==> config.mk <==
export PLATFORM = sky130hd
export DESIGN_NAME = spi_baud_generator_flat
export DESIGN_NICKNAME = d
export VERILOG_FILES = /design/src/rtl/spi_baud_generator_pkg.sv /design/src/rtl/spi_baud_generator_if.sv /design/src/rtl/spi_baud_generator.sv /design/src/flat_wrapper.sv
export SDC_FILE = /design/constraint.sdc
export NUM_CORES = 1
export LEC_CHECK = 0
export CORE_ASPECT_RATIO = 1.25
export CORE_MARGIN = 2
export CORE_UTILIZATION = 49
export DETAILED_ROUTE_END_ITERATION = 16
export MAX_ROUTING_LAYER = met4
export PLACE_DENSITY = 0.73
export SYNTH_ARGS = -nofsm -noshare
export SYNTH_HDL_FRONTEND = slang
export SYNTH_SLANG_ARGS = --single-unit
==> constraint.sdc <==
create_clock -name pclk -period 7.5 [get_ports pclk]
set_input_delay 1.5 -clock pclk [delete_from_list [all_inputs] [get_ports pclk]]
set_output_delay 1.5 -clock pclk [all_outputs]
set_load 0.01 [all_outputs]
==> src/rtl/spi_baud_generator_pkg.sv <==
// Shared definitions for the SPI baud-rate generator: mode encodings,
// the divisor width and the divisor calculation.
package spi_baud_generator_pkg;

  localparam int DIV_W = 12;

  typedef enum logic [1:0] {
    MODE_RUN  = 2'b00,
    MODE_WAIT = 2'b01,
    MODE_STOP = 2'b10
  } spimode_e;

  // (sppr + 1) * 2^(spr + 1); the largest value is 8 << 8 = 2048.
  function automatic logic [DIV_W-1:0] calc_divisor(input logic [2:0] sppr,
                                                    input logic [2:0] spr);
    logic [DIV_W-1:0] base;
    logic [3:0]       shamt;
    base  = {{(DIV_W-3){1'b0}}, sppr} + {{(DIV_W-1){1'b0}}, 1'b1};
    shamt = {1'b0, spr} + 4'd1;
    return base << shamt;
  endfunction

endpackage

==> src/rtl/spi_baud_generator_if.sv <==
// Bundle between the SPI control registers / shifter and the baud generator.
// master: register and shifter side; slave: the generator itself.
interface spi_baud_generator_if;
  import spi_baud_generator_pkg::*;

  logic [1:0]       spimode;
  logic             spiswai;
  logic [2:0]       sppr;
  logic [2:0]       spr;
  logic             cpol;
  logic             cpha;
  logic             ss;
  logic             sclk;
  logic             flaglow;
  logic             flaghigh;
  logic             flagslow;
  logic             flagshigh;
  logic [DIV_W-1:0] baudratedivisor;

  modport master (
    output spimode, spiswai, sppr, spr, cpol, cpha, ss,
    input  sclk, flaglow, flaghigh, flagslow, flagshigh, baudratedivisor
  );

  modport slave (
    input  spimode, spiswai, sppr, spr, cpol, cpha, ss,
    output sclk, flaglow, flaghigh, flagslow, flagshigh, baudratedivisor
  );

endinterface

==> src/rtl/spi_baud_generator.sv <==
// SPI master serial-clock generator. Divides pclk by the programmed baud
// divisor, drives sclk at the configured polarity and emits one-cycle
// receive/transmit strobes aligned to the sclk edges.
module spi_baud_generator
  import spi_baud_generator_pkg::*;
(
  input  logic                 pclk,
  input  logic                 presetn,
  spi_baud_generator_if.slave  bus
);

  localparam logic [DIV_W-1:0] ZERO = {DIV_W{1'b0}};
  localparam logic [DIV_W-1:0] ONE  = {{(DIV_W-1){1'b0}}, 1'b1};
  localparam logic [DIV_W-1:0] TWO  = {{(DIV_W-2){1'b0}}, 2'b10};

  logic [DIV_W-1:0] divisor_s;
  logic [DIV_W-1:0] half_s;
  logic [DIV_W-1:0] half_m1_s;
  logic [DIV_W-1:0] half_m2_s;
  logic             active_s;
  logic             same_phase_s;
  logic             gate_lvl_s;
  logic             rx_hit_s;
  logic             tx_hit_s;

  logic [DIV_W-1:0] count_q, count_d;
  logic             sclk_q, sclk_d;
  logic             flaglow_q, flaglow_d;
  logic             flaghigh_q, flaghigh_d;
  logic             flagslow_q, flagslow_d;
  logic             flagshigh_q, flagshigh_d;

  // Divisor, half period and run qualification decoded from the live controls.
  always_comb begin
    divisor_s    = calc_divisor(bus.sppr, bus.spr);
    half_s       = divisor_s >> 1;
    half_m1_s    = half_s - ONE;
    half_m2_s    = half_s - TWO;
    same_phase_s = (bus.cpol == bus.cpha);
    // Strobes are gated to the sclk level preceding the sampling edge.
    gate_lvl_s   = ~same_phase_s;
    active_s     = ~bus.ss &&
                   ((bus.spimode == MODE_RUN) ||
                    ((bus.spimode == MODE_WAIT) && ~bus.spiswai));
  end

  // Next-state: counter, sclk, and strobes looked ahead from the next count so
  // the registered flag lines up with the cycle it describes.
  always_comb begin
    count_d     = ZERO;
    sclk_d      = bus.cpol;
    rx_hit_s    = 1'b0;
    tx_hit_s    = 1'b0;
    flaglow_d   = 1'b0;
    flaghigh_d  = 1'b0;
    flagslow_d  = 1'b0;
    flagshigh_d = 1'b0;
    if (active_s) begin
      // >= so that shrinking the divisor mid-run toggles on the next cycle.
      if (count_q >= half_m1_s) begin
        count_d = ZERO;
        sclk_d  = ~sclk_q;
      end else begin
        count_d = count_q + ONE;
        sclk_d  = sclk_q;
      end
      rx_hit_s = (count_d == half_m1_s) && (sclk_d == gate_lvl_s);
      if (half_s == ONE) begin
        // Divide-by-2: sclk flips every cycle, so the transmit slot is the
        // preceding cycle at the opposite level.
        tx_hit_s = (sclk_d != gate_lvl_s);
      end else begin
        tx_hit_s = (count_d == half_m2_s) && (sclk_d == gate_lvl_s);
      end
      flaglow_d   = rx_hit_s &&  same_phase_s;
      flaghigh_d  = rx_hit_s && ~same_phase_s;
      flagslow_d  = tx_hit_s &&  same_phase_s;
      flagshigh_d = tx_hit_s && ~same_phase_s;
    end else begin
      count_d = ZERO;
      sclk_d  = bus.cpol;
    end
  end

  // State registers with synchronous reset to the idle clock level.
  always_ff @(posedge pclk) begin
    if (presetn) begin
      count_q     <= ZERO;
      sclk_q      <= bus.cpol;
      flaglow_q   <= 1'b0;
      flaghigh_q  <= 1'b0;
      flagslow_q  <= 1'b0;
      flagshigh_q <= 1'b0;
    end else begin
      count_q     <= count_d;
      sclk_q      <= sclk_d;
      flaglow_q   <= flaglow_d;
      flaghigh_q  <= flaghigh_d;
      flagslow_q  <= flagslow_d;
      flagshigh_q <= flagshigh_d;
    end
  end

  assign bus.sclk            = sclk_q;
  assign bus.flaglow         = flaglow_q;
  assign bus.flaghigh        = flaghigh_q;
  assign bus.flagslow        = flagslow_q;
  assign bus.flagshigh       = flagshigh_q;
  assign bus.baudratedivisor = divisor_s;

endmodule

==> src/flat_wrapper.sv <==
// flat-port wrapper written by rule: the top's interface ports become plain ports
module spi_baud_generator_flat import spi_baud_generator_pkg::*;
  (pclk, presetn, bus_spimode, bus_spiswai, bus_sppr, bus_spr, bus_cpol, bus_cpha, bus_ss, bus_sclk, bus_flaglow, bus_flaghigh, bus_flagslow, bus_flagshigh, bus_baudratedivisor);
  spi_baud_generator_if bus_i ();
  input  logic pclk;
  input  logic presetn;
  input wire logic [$bits(bus_i.spimode)-1:0] bus_spimode;
  input wire logic [$bits(bus_i.spiswai)-1:0] bus_spiswai;
  input wire logic [$bits(bus_i.sppr)-1:0] bus_sppr;
  input wire logic [$bits(bus_i.spr)-1:0] bus_spr;
  input wire logic [$bits(bus_i.cpol)-1:0] bus_cpol;
  input wire logic [$bits(bus_i.cpha)-1:0] bus_cpha;
  input wire logic [$bits(bus_i.ss)-1:0] bus_ss;
  output wire logic [$bits(bus_i.sclk)-1:0] bus_sclk;
  output wire logic [$bits(bus_i.flaglow)-1:0] bus_flaglow;
  output wire logic [$bits(bus_i.flaghigh)-1:0] bus_flaghigh;
  output wire logic [$bits(bus_i.flagslow)-1:0] bus_flagslow;
  output wire logic [$bits(bus_i.flagshigh)-1:0] bus_flagshigh;
  output wire logic [$bits(bus_i.baudratedivisor)-1:0] bus_baudratedivisor;
  assign bus_i.spimode = bus_spimode;
  assign bus_i.spiswai = bus_spiswai;
  assign bus_i.sppr = bus_sppr;
  assign bus_i.spr = bus_spr;
  assign bus_i.cpol = bus_cpol;
  assign bus_i.cpha = bus_cpha;
  assign bus_i.ss = bus_ss;
  assign bus_sclk = bus_i.sclk;
  assign bus_flaglow = bus_i.flaglow;
  assign bus_flaghigh = bus_i.flaghigh;
  assign bus_flagslow = bus_i.flagslow;
  assign bus_flagshigh = bus_i.flagshigh;
  assign bus_baudratedivisor = bus_i.baudratedivisor;
  spi_baud_generator u_core (.pclk(pclk), .presetn(presetn), .bus(bus_i));
endmodule
==> impl_metrics.env <==
export IMPL_hold_path_endpoint="u_core.count_q[0]"
export IMPL_wl_um=5867
export IMPL_skew_ns=0.004838
export IMPL_tritoncts="built"
export IMPL_slew_headroom_pct=62.64
export IMPL_antenna_found_initial=0
export IMPL_insertedDiodeCount=0
export IMPL_grt_max_degree=17
export IMPL_tightest_slew_ns=0.5585
export IMPL_p_clk_share_pct=19.5
export IMPL_multi_input_area_sq_um=1752
export IMPL_path_class="input pin to flip-flop"
export IMPL_synth_seq_cells=17
export IMPL_grt_pass1_wl_um=9942
export IMPL_clock_latency_ns=0.26
export IMPL_core_sq_um=4324
export IMPL_drive_above_1_share_pct=7.764
export IMPL_track_usage_pct=25.64
export IMPL_dieArea_sq_um=4974
export IMPL_synth_top_area_cell="dfxtp_1"
export IMPL_power_uw=362.5
export IMPL_drt_pre_antenna_iters=4
export IMPL_seq_area_frac_synth_pct=15.70
export IMPL_synth_flop_cell="dfxtp_1"
export IMPL_hp_class="flip-flop to flip-flop"
export IMPL_run_status="finished, final reports clean"
export IMPL_synth_distinct_cells=61
export IMPL_syn_area_per_cell_sq_um=7.551
export IMPL_cts_htree_levels=1
export IMPL_grt_pass1_vias=2168
export IMPL_hpwl_um=4805
export IMPL_synth_area_leaders="dfxtp_1, ha_1, xnor2_1"
export IMPL_synthCells=287
export IMPL_rsz0062_at_grt="false"
export IMPL_critPathCaptureType="flip-flop"
export IMPL_synth_edf_count=0
export IMPL_start_kind="input pin"
export IMPL_chipHeight_um=78.35
export IMPL_num_rows=27
export IMPL_clock_fmax_ghz=0.1467
export IMPL_ys_warn_count=0
export IMPL_cts_sinks=17
export IMPL_die_w_um=63.48
export IMPL_clkTransAtPathRegs_ns=0.07
export IMPL_pwr_share_seq_pct=25.4
export IMPL_postCtsSetupBuffers=0
export IMPL_ant_nets=0
export IMPL_clockBufferDepth=2
export IMPL_synthDominantCellAreaShare_pct=15.70
export IMPL_internal_power_uw=217.0
export IMPL_setup_violations=0
export IMPL_viasPerCell=5.887
export IMPL_boundaryPins=31
export IMPL_worst_path_max_fanout=16
export IMPL_wl_per_cell_um=15.44
export IMPL_nFillCells=450
export IMPL_period_minus_slack_ns=6.817
export IMPL_cts_buffers=3
export IMPL_rr_startpoint="u_core.count_q[0]"
export IMPL_worst_r2r_cell_count=12
export IMPL_worstPathArrival_ns=7.00
export IMPL_min_period_over_period_pct=90.89
export IMPL_pwr_share_comb_pct=55.1
export IMPL_p_sw_uw=145.5
export IMPL_leakage_nw=1.041
export IMPL_gr_total_overflow=0
export IMPL_async_flop_share_pct=0
export IMPL_worst_hold_startpoint="u_core.count_q[0]"
export IMPL_timing_rr_end="u_core.bus.flaghigh"
export IMPL_port_buffers=30
export IMPL_tns_ns=0
export IMPL_start_util_pct=50.12
export IMPL_rrSetupSlack_ns=4.30
export IMPL_fin_nets=356
export IMPL_syn_area_sq_um=2167
export IMPL_cts_resized=0
export IMPL_drv_slew=0
export IMPL_swShare_pct=40.13
export IMPL_power_density_nw_per_um2=139.1
export IMPL_drc=0
export IMPL_cts_root_buf="clkbuf_8"
export IMPL_dr_first_iter_drc_count=110
export IMPL_area_growth_pct=20.21
export IMPL_whs_path_depth=1
export IMPL_layout_area_seq_sq_um=340.3
export IMPL_cap_violations=0
export IMPL_ir_drop_uv=54.43
export IMPL_gp_congestion=0.8997
export IMPL_syn_num_nets=320
export IMPL_worst_ep_required_time_ns=7.68
export IMPL_vias=2237
export IMPL_holdBufCountCts=0
export IMPL_finalHoldViolCount=0
[cell usage after synthesis, types with 7 or more instances]
cell / count
nand3_1: 18
nor2_1: 35
nor3_1: 10
ha_1: 19
o21ai_0: 7
xor2_1: 15
nand4_1: 9
dfxtp_1: 17
nand2_1: 20
inv_1: 12
xnor2_1: 26
[sequential cells by signal, summed over array words and instances (netlist names)]
name                  count
u_core.bus.flagshigh      1
u_core.bus.flaghigh       1
u_core.bus.flaglow        1
u_core.bus.flagslow       1
u_core.count_q           12
u_core.bus.sclk           1
[cell families after synthesis]
kind of cell / share of synthesized area, %
compound gates: 17.38
xor+xnor: 16.57
fa+ha+maj: 10.97
buf+inv: 3.521
flops: 15.70
mux: 1.501
simple gates: 34.35
[per-layer routing]
layer,vias up,GRT usage [%],wire length (um)
met3,23,1.862,185
met5,-,-,0
met2,63,44.74,3018
met4,0,15.43,283
li1,1124,-,-
met1,1027,28.40,2379
[power by group through the flow]
stage | sequential (mW) | combinational, mW | clock, mW
finish | 0.0920 | 0.200 | 0.0709
floorplan | 0.0940 | 0.143 | 0
global route | 0.0920 | 0.219 | 0.0773
global placement | 0.0940 | 0.196 | 0
CTS | 0.0920 | 0.199 | 0.0709
detailed placement | 0.0940 | 0.197 | 0
[per-stage QoR]
stage / hold slack (ns) / instance area [sq um] / setup slack (ns) / std cells / utilization (%)
after floorplan: 0.4720 / 2167 / 1.413 / 287 / -
after global placement: 0.5264 / 2559 / 0.5770 / 376 / 59.17
after detailed placement: 0.5245 / 2559 / 0.5017 / 376 / 59.17
after CTS: 0.5534 / 2605 / 0.7199 / 380 / 60.24
after global routing: 0.6055 / 2605 / 0.1731 / 380 / 60.24
final: 0.5495 / 2605 / 0.6829 / 380 / 60.24
[how the worst max path moves through the flow]
stage / cells after the start / end / from / slack [ns]
after floorplan: 21 / u_core.bus.flaglow / bus_spr[0] / 1.41
after global placement: 21 / u_core.bus.flaglow / bus_spr[0] / 0.58
after detailed placement: 21 / u_core.bus.flaglow / bus_spr[0] / 0.50
after CTS: 21 / u_core.bus.flaghigh / bus_spr[0] / 0.72
after global routing: 21 / u_core.bus.flaghigh / bus_spr[0] / 0.17
final: 21 / u_core.bus.flaghigh / bus_spr[0] / 0.68
[layout make-up]
class | count | share of cell area (%)
sequential | 17 | 13.06
inverter | 13 | 1.873
tap | 58 | 2.786
clock inverter | 1 | 0.1921
timing repair buffer | 36 | 13.26
multi-input combinational | 252 | 67.24
clock buffer | 3 | 1.585
[cell usage in the layout, fill, tap and decap left out, types with 5 or more instances in the layout]
cell / count
nand3_1: 18
nand2b_1: 5
nand2_1: 20
dfxtp_1: 17
xnor2_1: 26
nand4_1: 9
nor4_1: 5
nor3_1: 10
a21oi_1: 6
ha_1: 19
and2_1: 6
xor2_1: 15
nor2_1: 35
clkdlybuf4s50_1: 30
o21ai_0: 7
inv_1: 12
buf_4: 6
[worst max-delay path, cell delays in order]
cell and delay [ns]:
clkdlybuf4s50_1 0.44, ha_1 0.55, nor3_1 0.11, a21oi_1 0.22
nand3_1 0.29, ha_1 0.32, a31o_2 0.23, nand4b_1 0.29
nor3_2 0.29, xnor2_1 0.15, ha_1 0.34, nand4_1 0.11
a211o_1 0.35, a21oi_1 0.39, buf_4 0.30, nor2_1 0.09
xnor2_1 0.31, xor2_1 0.13, o31ai_2 0.18, nand4_1 0.17
nor3_1 0.23
No activity file was read; power rests on OpenSTA's default activity.
